[src/rtl/issue_scoreboard.sv]
// issue_scoreboard
//
// Decode-to-execute issue stage with a per-register write scoreboard.
// Every architectural register (integer bank and FP bank, selected by the
// address MSB) has a small counter of writes that have issued but not yet
// retired. An instruction is held at the input while any operand it reads,
// or the destination it writes, is still busy. Accepted instructions are
// captured into a single ID/EX output register.
//
// Handshake semantics (both sides): a transfer happens on a rising edge
// where valid && ready are both high. A valid that has been raised is held,
// with its payload stable, until that transfer happens. ready may depend
// combinationally on the receiver's own state and on the other side's
// inputs, but in_ready never depends on in_valid.
//
// Ports:
//   clk, rst_n               clock, asynchronous active-low reset
//   in_valid / in_ready      decode side handshake
//   in_pc, in_instr          instruction payload
//   in_rs1, in_rs2, in_rd    register addresses (MSB = FP bank)
//   in_use_rs1, in_use_rs2   operand read flags
//   in_write_rd              destination write flag
//   wb_valid, wb_rd          writeback retiring one write to wb_rd
//   flush                    kill the ID/EX entry and block issue
//   out_valid / out_ready    EX side handshake
//   out_pc .. out_write_rd   registered copy of the accepted instruction
//   stall_cnt                saturating count of cycles with in_valid && !in_ready
//   sb_error                 sticky flag: a counter had to be clamped
module issue_scoreboard #(
  parameter int BUS_WIDTH       = 64,
  parameter int INSTR_WIDTH     = 32,
  parameter int REGFILE_LEN     = 6,
  parameter int CNT_WIDTH       = 2,
  parameter int STALL_CNT_WIDTH = 16
) (
  input  logic                       clk,
  input  logic                       rst_n,
  input  logic                       in_valid,
  output logic                       in_ready,
  input  logic [BUS_WIDTH-1:0]       in_pc,
  input  logic [INSTR_WIDTH-1:0]     in_instr,
  input  logic [REGFILE_LEN-1:0]     in_rs1,
  input  logic [REGFILE_LEN-1:0]     in_rs2,
  input  logic [REGFILE_LEN-1:0]     in_rd,
  input  logic                       in_use_rs1,
  input  logic                       in_use_rs2,
  input  logic                       in_write_rd,
  input  logic                       wb_valid,
  input  logic [REGFILE_LEN-1:0]     wb_rd,
  input  logic                       flush,
  output logic                       out_valid,
  input  logic                       out_ready,
  output logic [BUS_WIDTH-1:0]       out_pc,
  output logic [INSTR_WIDTH-1:0]     out_instr,
  output logic [REGFILE_LEN-1:0]     out_rs1,
  output logic [REGFILE_LEN-1:0]     out_rs2,
  output logic [REGFILE_LEN-1:0]     out_rd,
  output logic                       out_write_rd,
  output logic [STALL_CNT_WIDTH-1:0] stall_cnt,
  output logic                       sb_error
);

  localparam int NUM_REGS = 1 << REGFILE_LEN;
  localparam int SUM_W    = CNT_WIDTH + 2;
  localparam logic [CNT_WIDTH-1:0] CNT_MAX = '1;

  // Per-register in-flight write counters. Entry 0 (integer x0) is never
  // written and therefore stays zero.
  logic [CNT_WIDTH-1:0] cnt      [NUM_REGS];
  logic [CNT_WIDTH-1:0] cnt_next [NUM_REGS];
  logic                 clamp_any;

  logic rs1_busy;
  logic rs2_busy;
  logic raw_hazard;
  logic waw_block;
  logic slot_free;
  logic issue;
  logic kill;

  // A source is busy if its effective count is nonzero. A writeback to the
  // same register this cycle removes one pending write (write-first regfile
  // bypass), so a count of exactly one with a matching writeback is free.
  always_comb begin
    rs1_busy = (in_rs1 != '0) && (cnt[in_rs1] != '0) &&
               !(wb_valid && (wb_rd == in_rs1) && (cnt[in_rs1] == CNT_WIDTH'(1)));
    rs2_busy = (in_rs2 != '0) && (cnt[in_rs2] != '0) &&
               !(wb_valid && (wb_rd == in_rs2) && (cnt[in_rs2] == CNT_WIDTH'(1)));
  end

  assign raw_hazard = (in_use_rs1 && rs1_busy) || (in_use_rs2 && rs2_busy);
  // Destination saturation uses the registered count, not the bypassed one,
  // so a saturated destination only frees up the cycle after its writeback.
  assign waw_block  = in_write_rd && (in_rd != '0) && (cnt[in_rd] == CNT_MAX);
  assign slot_free  = !out_valid || out_ready;
  assign in_ready   = !flush && !raw_hazard && !waw_block && slot_free;
  assign issue      = in_valid && in_ready;
  // A flushed entry that would have written a tracked register gives its
  // reservation back.
  assign kill       = flush && out_valid && out_write_rd && (out_rd != '0);

  // Net counter update: all three deltas land in one cycle, then the result
  // is clamped into [0, CNT_MAX]. Any clamp is reported through sb_error.
  always_comb begin
    logic                 inc;
    logic                 dec_wb;
    logic                 dec_kill;
    logic [SUM_W-1:0]     up_sum;
    logic [SUM_W-1:0]     down_sum;
    logic [SUM_W-1:0]     diff;
    clamp_any = 1'b0;
    inc       = 1'b0;
    dec_wb    = 1'b0;
    dec_kill  = 1'b0;
    up_sum    = '0;
    down_sum  = '0;
    diff      = '0;
    for (int r = 0; r < NUM_REGS; r++) begin
      cnt_next[r] = '0;
      if (r != 0) begin
        inc      = issue && in_write_rd && (in_rd == r[REGFILE_LEN-1:0]);
        dec_wb   = wb_valid && (wb_rd == r[REGFILE_LEN-1:0]);
        dec_kill = kill && (out_rd == r[REGFILE_LEN-1:0]);
        up_sum   = SUM_W'(cnt[r]) + SUM_W'(inc);
        down_sum = SUM_W'(dec_wb) + SUM_W'(dec_kill);
        diff     = up_sum - down_sum;
        if (down_sum > up_sum) begin
          cnt_next[r] = '0;
          clamp_any   = 1'b1;
        end else if (diff > SUM_W'(CNT_MAX)) begin
          cnt_next[r] = CNT_MAX;
          clamp_any   = 1'b1;
        end else begin
          cnt_next[r] = diff[CNT_WIDTH-1:0];
        end
      end
    end
  end

  always_ff @(posedge clk or negedge rst_n) begin
    if (!rst_n) begin
      for (int r = 0; r < NUM_REGS; r++) cnt[r] <= '0;
    end else begin
      for (int r = 0; r < NUM_REGS; r++) cnt[r] <= cnt_next[r];
    end
  end

  always_ff @(posedge clk or negedge rst_n) begin
    if (!rst_n) begin
      sb_error <= 1'b0;
    end else if (clamp_any) begin
      sb_error <= 1'b1;
    end
  end

  always_ff @(posedge clk or negedge rst_n) begin
    if (!rst_n) begin
      stall_cnt <= '0;
    end else if (in_valid && !in_ready && (stall_cnt != '1)) begin
      stall_cnt <= stall_cnt + STALL_CNT_WIDTH'(1);
    end
  end

  // ID/EX register. Flush wins over both issue (which it blocks through
  // in_ready) and consumption. Payload only changes on issue, so it stays
  // stable while the entry waits for out_ready.
  always_ff @(posedge clk or negedge rst_n) begin
    if (!rst_n) begin
      out_valid    <= 1'b0;
      out_pc       <= '0;
      out_instr    <= '0;
      out_rs1      <= '0;
      out_rs2      <= '0;
      out_rd       <= '0;
      out_write_rd <= 1'b0;
    end else begin
      if (flush) begin
        out_valid <= 1'b0;
      end else if (issue) begin
        out_valid <= 1'b1;
      end else if (out_ready) begin
        out_valid <= 1'b0;
      end
      if (issue) begin
        out_pc       <= in_pc;
        out_instr    <= in_instr;
        out_rs1      <= in_rs1;
        out_rs2      <= in_rs2;
        out_rd       <= in_rd;
        out_write_rd <= in_write_rd;
      end
    end
  end

endmodule

[config.mk]
export PLATFORM = sky130hd
export DESIGN_NAME = issue_scoreboard
export DESIGN_NICKNAME = d
export VERILOG_FILES = /design/src/rtl/issue_scoreboard.sv
export SDC_FILE = /design/constraint.sdc
export NUM_CORES = 1
export LEC_CHECK = 0
export BUFFER_PORTS_ARGS = -buffer_cell sky130_fd_sc_hd__buf_4
export CORE_AREA = 5 5 231 233
export CTS_BUF_LIST = sky130_fd_sc_hd__clkbuf_8 sky130_fd_sc_hd__clkbuf_16
export CTS_CLUSTER_DIAMETER = 40
export DETAILED_ROUTE_END_ITERATION = 8
export DIE_AREA = 0 0 236 238
export SYNTH_ARGS = -nofsm -noshare
export SYNTH_HDL_FRONTEND = slang
export SYNTH_SLANG_ARGS = --single-unit
[constraint.sdc]
create_clock -name clk -period 6.55 [get_ports clk]
set_input_delay 0.9825 -clock clk [delete_from_list [all_inputs] [get_ports clk]]
set_output_delay 0.9825 -clock clk [all_outputs]
set_load 0.05 [all_outputs]
==> Word-level counts from Yosys, hierarchy flattened <==
Cells that the tools add are included.
{ "totals": {"romBits": 0, "ff_bits": 259, "latchBits": 0, "ramBits": 0, "output_inout_bits": 134, "input_bits": 129, "memories": 0} }
{ "op_classes": {"div": 0, "shift": 0, "magnitude_cmp": 129, "n_mul": 0, "bitwise": 3, "eq_ne": 195, "n_reduce_logical": 227, "mux": 264, "add_sub_neg": 190} }
{ "ops": {"columns": ["cell", "n"], "rows": [
  ["6-bit equality test, second input constant", 96],
  ["6-bit by 5-bit equality test with 1-bit output, second input constant", 48],
  ["2-bit 2-to-1 mux", 132],
  ["4-bit by 2-bit greater-than comparator with 1-bit output, second input constant", 63],
  ["3-bit by 2-bit subtractor with 4-bit output", 63],
  ["1-bit logical AND", 211],
  ["2-bit by 1-bit adder with 3-bit output", 63],
  ["2-bit by 3-bit greater-than comparator with 1-bit output", 63],
  ["6-bit by 4-bit equality test with 1-bit output, second input constant", 24],
  ["1-bit 2-to-1 mux", 129],
  ["1-bit by 1-bit adder with 2-bit output", 63],
  ["6-bit by 3-bit equality test with 1-bit output, second input constant", 12],
  ["2-bit binary-select mux with 6-bit select", 3],
  ["6-bit by 2-bit equality test with 1-bit output, second input constant", 6],
  ["6-bit nonzero test", 4],
  ["7-bit >= comparator, second input constant", 3],
  ["6-bit NOT with 7-bit output", 3],
  ["6-bit by 1-bit equality test with 1-bit output, second input constant", 3],
  ["16-bit by 1-bit adder with 16-bit output, second input constant", 1],
  ["16-bit != test, second input constant", 1],
  ["6-bit equality test", 2],
  ["1-bit zero test", 7],
  ["2-bit by 1-bit equality test with 1-bit output, second input constant", 2],
  ["2-bit nonzero test", 2],
  ["3 further kinds", 4]
]} }

==> Depth between registers and ports, before layout <==
Gate-level depths: netlist (run 1).
{ "depth": {"depth_word": 146, "mapped_depth": 27, "mapped_depth_nobuf": 21} }

==> Worst setup path after synthesis (run 1) <==
Ideal clock, no wire load.
{ "synth_timing": {"path_kind": "input to register", "from": "input in_rs2[1]", "to": "register sb_error", "path_slack_ns": 0.657, "t_arrival_ns": 5.753, "cell_stages": 23, "required_time_ns": 6.410, "setup_ns": 0.140, "path_buffers": 4, "path_cell_list": "clkbuf_1 clkbuf_1 mux4_2 mux4_2 a211oi_1 o32ai_1 nor4_4 nand2_2 buf_6 buf_2 nor4_1 ha_1 ha_1 inv_1 fa_1 ha_1 nor4_1 nand4_1 nor2_1 nand3_1 nor4_1 and4_1 nand4_1"} }
{ "synth_via": {"elab_chain_cells": 146, "elab_cells_between_ends": 462} }
{ "synth_rtl": {"columns": ["element", "line", "source"], "rows": [
  ["start: declaration", "43", "input logic [REGFILE_LEN-1:0] in_rs2,"],
  ["6-bit NOT with 7-bit output (not written as such)", "87, 88", null],
  ["2-bit binary-select mux with 6-bit select", "87, 88", null],
  ["2-bit 2-to-1 mux (not written as such) (2 in a row)", "87, 88", null],
  ["2-bit by 1-bit equality test with 1-bit output", "88", "!(wb_valid && (wb_rd == in_rs2) && (cnt[in_rs2] == CNT_WIDTH'(1)));"],
  ["1-bit logical AND", "88", null],
  ["1-bit zero test", "88", null],
  ["1-bit logical AND *", "87", "rs2_busy = (in_rs2 != '0) && (cnt[in_rs2] != '0) &&"],
  ["1-bit logical AND *", "91", "assign raw_hazard = (in_use_rs1 && rs1_busy) || (in_use_rs2 && rs2_busy);"],
  ["[... 129 more ...]", null, null],
  ["1-bit 2-to-1 mux", "130", "end else if (diff > SUM_W'(CNT_MAX)) begin"],
  ["1-bit 2-to-1 mux", "127", "if (down_sum > up_sum) begin"],
  ["1-bit 2-to-1 mux", "130", null],
  ["1-bit 2-to-1 mux", "127", null],
  ["1-bit 2-to-1 mux", "130", null],
  ["1-bit 2-to-1 mux", "127", null],
  ["1-bit 2-to-1 mux", "130", null],
  ["1-bit 2-to-1 mux *", "127", null],
  ["end signal: assignment", "150", "sb_error <= 1'b0;"],
  ["end signal: assignment", "152", "sb_error <= 1'b1;"],
  ["end: declaration", "60", "output logic sb_error"]
]} }
Every way passes the cells marked *; elsewhere a longest branch is shown, timed or not. The select of a mux whose other input is x is not followed.
A chain may end at the register's enable or synchronous reset.

==> Worst setup path in the final report (run 1) <==
{ "layout_timing": {"from": "input in_rs1[0]", "to": "register sb_error"} }
{ "layout_via": {"elab_chain_cells": 146, "elab_cells_between_ends": 462} }
{ "layout_rtl": {"columns": ["element", "line", "source"], "rows": [
  ["start: declaration", "42", "input logic [REGFILE_LEN-1:0] in_rs1,"],
  ["6-bit NOT with 7-bit output (not written as such)", "85, 86", null],
  ["2-bit binary-select mux with 6-bit select", "85, 86", null],
  ["2-bit 2-to-1 mux (not written as such) (2 in a row)", "85, 86", null],
  ["2-bit by 1-bit equality test with 1-bit output", "86", "!(wb_valid && (wb_rd == in_rs1) && (cnt[in_rs1] == CNT_WIDTH'(1)));"],
  ["1-bit logical AND", "86", null],
  ["1-bit zero test", "86", null],
  ["1-bit logical AND *", "85", "rs1_busy = (in_rs1 != '0) && (cnt[in_rs1] != '0) &&"],
  ["1-bit logical AND *", "91", null],
  ["[... 129 more ...]", null, null],
  ["1-bit 2-to-1 mux", "130", null],
  ["1-bit 2-to-1 mux", "127", null],
  ["1-bit 2-to-1 mux", "130", null],
  ["1-bit 2-to-1 mux", "127", null],
  ["1-bit 2-to-1 mux", "130", null],
  ["1-bit 2-to-1 mux", "127", null],
  ["1-bit 2-to-1 mux", "130", null],
  ["1-bit 2-to-1 mux *", "127", null]
]} }
Marks and branches as above.

==> flow_summary.ini, run 1 <==
[route]
route.detailed.vias_per_inst = 5.95
total_vias_in_the_final_route = 18700
dr.first_iter.drc_count = 1859
finalWirelength_mm = 80.9
postRouteAntennaNets = 0
detail_route.wl_per_cell_um = 25.7
post-route-drc-count = 0
first_pass_iters = 6

[floorplanning]
initial_core_utilization_pct = 44.5
core-area_um2 = 51000
die_y_um = 238
fp-row-count = 83
dieArea_um2 = 56200
die_x_um = 236
design.portCount = 263

[sta]
timing.final.setup_violations = 0
timing.final.crit_period_ps = 6320
setup_repair_after_global_routing_missed_its_margin = no
relSlewSlack_pct = 32.1
timing.fmax_ghz = 0.158
timing_worst_slew_pin_value_ps = 1010
final_hold_viol_count = 0
fin_max_slew_vios = 0
skew_ps = 27.6
final.period_utilization_pct = 96.5

[setup_path]
critical_path.max_fanout = 33
worst_ep_arrival_time_ps = 6770
worstReg2RegStart = cnt[29]$_DFF_PN0_
timing.setup.critical_path_class = in -> reg
timing.reg2reg.setup_slack_ps = 450
endpoint_kind = flop
required_ps = 7000
rr_endpoint = sb_error$_DFFE_PN0P_
timing.critical_path.from_type = input port
worstRegToRegCells = 20
crit_start = in_rs1[0]

[clock_tree]
cts.htree.levels = 2
path_clk_slew_ps = 50
tritoncts = done
cts.root.buffer_cell = clkbuf_16
postCtsSetupBuffers = 0
clockBufferDepth = 3
total_clock_buffers_created_by_cts = 55
worstSkewPairLatency_ps = 610
cts_sinks = 259

[synthesis]
syn-num-nets = 2704
synth_cells = 2133
synth-edff-count = 0
library_cell_with_the_largest_summed_area_after_synthesis = dfrtp_1
synth-seq-area-share_pct = 28.6
biggest_area_contributors_in_the_synthesized_netlist = dfrtp_1 29%, ha_1 17%, fa_1 11%
synth-warning-count = 0
synth_area_um2 = 22700
synth.avg_cell_area_um2 = 10.6
ys_dominant_reg_cell = dfrtp_1
yosys-top-cells-count = 322 x inv_1, 316 x ha_1, 259 x dfrtp_1
post_synth_num_cell_types = 66
netlist.area_leader.share_pct = 28.6
fraction_of_registers_with_async_set_reset_pct = 100
yosys_register_bits = 259
synth.most_common_cell = inv_1

[cells_and_area]
antennaDiodeCount = 0
area_delta_synth_final_pct = 22.0
post_route_cells_drive_above_1_share_pct = 25.6
stdcell_area_um2 = 27700
final_nets = 2999

[place]
dp_hpwl_mm = 63.5
final_weighted_congestion_of_routability_driven_global_placement = 1.07
place.port_buffers = 262
placedInstanceArea_um2 = 25700

[power_and_ir_drop]
switching_share_pct = 44.8
total_power_mw = 11.5
power.sequential.fraction_pct = 26.6
irDropWorstVdd_uv = 249
power.static_leakage_nw = 13.6
share_clk_of_total_power_pct = 25.8
p_comb_share_pct = 47.6
power_density_nw_per_um2 = 415
p_int_mw = 6.34
power.net_switching_mw = 5.15

[global_route]
grt_usage_pct = 28.4
grt_antenna_before_repair = 0
gr-total-overflow = 0
grt_pass1_wl_mm = 122
grt_start_max_net_pins = 137
first_global_vias = 19500

[status]
status = finished, final reports clean

[min_path]
holdCritPathClass = in -> async

[run]
maxcap_viol_count = 0
sequential cells by signal, summed over array words and instances, names as in the netlist:
register,cells
cnt,126
out_write_rd,1
out_pc,64
out_instr,32
out_rs1,6
stall_cnt,16
out_rd,6
out_rs2,6
sb_error,1
out_valid,1
worst max-delay path by stage:
stage / endpoint / slack [ps] / cells past startpoint
after detailed placement: sb_error$_DFFE_PN0P_ / -520 / 22
after CTS: sb_error$_DFFE_PN0P_ / 70 / 22
after floorplan: sb_error$_DFFE_PN0P_ / 660 / 23
final: sb_error$_DFFE_PN0P_ / 230 / 21
after global routing: sb_error$_DFFE_PN0P_ / 40 / 22
after global placement: sb_error$_DFFE_PN0P_ / -350 / 22
what timing repair did:
action                                  CTS  global route
gates resized for setup                   0             3
hold buffers                              0             0
endpoints found under the setup margin    0             1
cells by family after synthesis:
logic type / Yosys count / share of synthesized area, %
buf+inv: 417 / 7.30
mux: 235 / 16.2
xor+xnor: 27 / 1.04
simple gates: 499 / 11.3
fa+ha+maj: 442 / 28.5
flops: 259 / 28.6
compound gates: 254 / 7.14
metrics by stage:
step / setup TNS (ps) / util [%] / cells / setup WS [ps] / hold slack, ps
floorplan: 0 / - / 2133 / 657 / 687
global placement: -349 / 50.4 / 3051 / -349 / 476
CTS: 0 / 54.3 / 3152 / 73.5 / 331
global route: 0 / 54.3 / 3152 / 40.7 / 360
detailed placement: -524 / 50.4 / 3051 / -524 / 479
finish: 0 / 54.3 / 3152 / 228 / 344
power groups by stage:
stage               sequential [mW]  clock [mW]  combinational [mW]
CTS                            3.03        3.02                5.45
finish                         3.06        2.96                5.47
global placement               3.02           0                5.32
global route                   3.13        3.11                5.86
detailed placement             3.05           0                5.42
floorplan                      4.08           0                2.30
metal layers:
layer,track usage (%),up-vias,share of wire (%)
met5,0,-,0
met4,14.9,0,6.2
met3,6.93,238,10
met2,43.6,1013,44
met1,37.5,9370,39
li1,-,8122,-
placed cells by master, fill, tap and decap left out, drive strengths merged, types with 61 or more instances in the layout:
cell,Yosys,routed
inv,322,334
buf,46,333
ha,316,316
dfrtp,259,259
nor2,147,147
a21oi,133,133
fa,126,126
mux2,123,123
mux4,81,81
nor4,74,74
nand2,72,72
clkbuf,49,63
and2,61,61
final cells by class:
| class | count | area, µm² |
|---|---|---|
| fill | 4455 | 23300 |
| multi-input combinational | 1457 | 14600 |
| sequential | 259 | 6480 |
| timing repair buffer | 333 | 2570 |
| clock buffer | 63 | 1490 |
| inverter | 322 | 1210 |
| tap | 680 | 851 |
| clock inverter | 38 | 508 |
worst max-delay path, cell delays in order:
cell	delay (ps)
buf_4	240
mux4_2	560
or2_2	290
a311oi_1	360
o41ai_1	160
a41o_1	280
nor4_4	310
nand2_8	260
buf_4	250
nor4_1	270
ha_1	280
ha_1	140
inv_1	50
fa_1	410
ha_1	220
nor4_1	580
and4_1	290
nand4_1	180
nor4_1	300
and4_1	230
nand4_1	90
Note: power is estimated with default switching activity, not from simulation.
==> inputs of run 2 (changes only) <==
--- a/config.mk
+++ b/config.mk
@@ -6,11 +6,14 @@
 export NUM_CORES = 1
 export LEC_CHECK = 0
 export BUFFER_PORTS_ARGS = -buffer_cell sky130_fd_sc_hd__buf_4
-export CORE_AREA = 5 5 231 233
+export CELL_PAD_IN_SITES_DETAIL_PLACEMENT = 1
+export CELL_PAD_IN_SITES_GLOBAL_PLACEMENT = 2
+export CORE_AREA = 5 5 245 247
 export CTS_BUF_LIST = sky130_fd_sc_hd__clkbuf_8 sky130_fd_sc_hd__clkbuf_16
 export CTS_CLUSTER_DIAMETER = 40
 export DETAILED_ROUTE_END_ITERATION = 8
-export DIE_AREA = 0 0 236 238
+export DIE_AREA = 0 0 250 252
+export PLACE_DENSITY_LB_ADDON = 0.1
 export SYNTH_ARGS = -nofsm -noshare
 export SYNTH_HDL_FRONTEND = slang
 export SYNTH_SLANG_ARGS = --single-unit
==> run 2 against run 1 <==
  * Register-to-register slack worse by 70 ps
  * Critical path depth is 4 higher
  * Critical endpoint unchanged
  * Sequential share of layout area is 0.74 points lower
  * Setup slack worse by 160 ps
  * Via count is 1.8% higher
  * Flip-flop and latch count stayed put
  * Routed wire length is 14% higher
==> flow_summary.ini, run 2 (synthesis results as in run 1) <==
[sta]
timing.final.setup_violations = 0
skew_ps = 46.4
timing.final.crit_period_ps = 6490
relSlewSlack_pct = 26.3
fin_max_slew_vios = 0
timing.fmax_ghz = 0.154
timing_worst_slew_pin_value_ps = 1100
final_hold_viol_count = 0
timing.setup.tns_ps = 0
final.period_utilization_pct = 99.0

[setup_path]
crit_slowest_cell = nor2b_1
timing.critical_path.from_type = input port
end_point_of_the_critical_path = sb_error$_DFFE_PN0P_
max_stage_delay_ps = 540
critical_path.max_fanout = 23
worstRegToRegCells = 24
worst_ep_arrival_time_ps = 6930
required_ps = 7000
worstReg2RegStart = cnt[29]$_DFF_PN0_
cpMostUsedCell = buf_4
endpoint_kind = flop
rr_endpoint = sb_error$_DFFE_PN0P_
timing.reg2reg.setup_slack_ps = 380
timing.setup.critical_path_class = in -> reg
crit_start = in_rd[2]

[route]
detail_route.wl_per_cell_um = 27.9
post-route-drc-count = 0
route.detailed.vias_per_inst = 5.78
postRouteAntennaNets = 0
first_pass_iters = 5
dr.first_iter.drc_count = 1376
total_vias_in_the_final_route = 19100
finalWirelength_mm = 92.1

[global_route]
first_global_vias = 20700
gr-total-overflow = 0
grt_start_max_net_pins = 121
grt_usage_pct = 28.7
grt_pass1_wl_mm = 136
grt_antenna_before_repair = 4

[floorplanning]
die_y_um = 252
fp-row-count = 88
die_x_um = 250
dieArea_um2 = 63000
design.portCount = 263
core-area_um2 = 57400
initial_core_utilization_pct = 39.6

[cells_and_area]
largest_register_ffs = 126
layout_commonest_cell = buf_4
layout.cells.non_filler = 3301
regArea_um2 = 6480
stdcell_area_um2 = 28600
largest_registers = cnt x126, out_pc x64, out_instr x32
post_route_cells_drive_above_1_share_pct = 27.4
largest_register_by_flop_count = cnt
final_nets = 3050
area_delta_synth_final_pct = 26.0
layout.filler_cells = 6219
combined_area_of_the_multi_input_logic_cells_um2 = 14600
top_library_cells_by_usage_in_the_layout_fill_and_taps_aside = 359 x buf_4, 327 x inv_1, 316 x ha_1, 259 x dfrtp_1, 147 x nor2_1

[min_path]
holdCritPathClass = in -> async

[place]
post-place-cells = 3172
final_weighted_congestion_of_routability_driven_global_placement = 0.971
dp_hpwl_mm = 72.0
place.port_buffers = 262
placedInstanceArea_um2 = 26100

[clock_tree]
total_clock_buffers_created_by_cts = 69
worstSkewPairLatency_ps = 620
cts.htree.levels = 3
tritoncts = done
cts-hold-fix-buffers = 0
cts.root.buffer_cell = clkbuf_16
cts_sinks = 259
clockBufferDepth = 3
path_clk_slew_ps = 50

[power_and_ir_drop]
power.static_leakage_nw = 14.1
power_density_nw_per_um2 = 430
total_power_mw = 12.3
irDropWorstVdd_uv = 282

[status]
status = finished, final reports clean

[run]
maxcap_viol_count = 0
## run 2: final cells by class
type	count	share of cell area, %
diodes	3	0.0263
clock buffers	78	6.55
clock inverters	47	2.11
inverters	322	4.23
multi-input cells	1457	51.0
flip-flops and latches	259	22.7
well taps	765	3.35
repair buffers	370	10.1
## run 2: where the power goes
part           total, mW  switching, mW  leakage (nW)  internal, mW
sequential          3.08          0.804          2.78          2.27
combinational       5.60           3.50          10.1          2.10
clock               3.60           1.17          1.20          2.43
## run 2: timing repair
| action | CTS | global route |
|---|---|---|
| buffers inserted | 0 | 1 |
| setup endpoints to repair | 0 | 1 |
| resized for setup | 0 | 2 |
## run 2: worst min-delay path by stage
stage / startpoint / endpoint / cells after the start
floorplan: rst_n / cnt[0]$_DFF_PN0_ / 0
global placement: out_pc[39]$_DFFE_PN0N_ / out_pc[39]$_DFFE_PN0N_ / 1
detailed placement: stall_cnt[9]$_DFFE_PN0P_ / stall_cnt[9]$_DFFE_PN0P_ / 1
CTS: rst_n / out_pc[16]$_DFFE_PN0N_ / 1
global route: rst_n / out_pc[16]$_DFFE_PN0N_ / 1
finish: rst_n / out_pc[14]$_DFFE_PN0N_ / 1
## run 2: through the flow
step	utilization, %	setup WS [ps]	hold WS, ps
global placement	45.5	-356	476
global route	49.8	-6.01	439
floorplan	-	657	687
finish	49.8	63.8	365
CTS	49.8	120	391
detailed placement	45.5	-479	482
## run 2: metal layers
layer / track usage [%] / wire length (µm)
met5: 0 / 40
met3: 6.69 / 7270
met4: 13.2 / 4380
met1: 36.7 / 36900
met2: 46.7 / 43500
## run 2: worst max-delay path, delay by kind of cell
family	cells	cell delay, ps
buffers and inverters	6	1310
AND/OR/NAND/NOR	11	2600
AO/OA/AOI/OAI	4	830
adder cells (fa/ha/maj)	4	1150
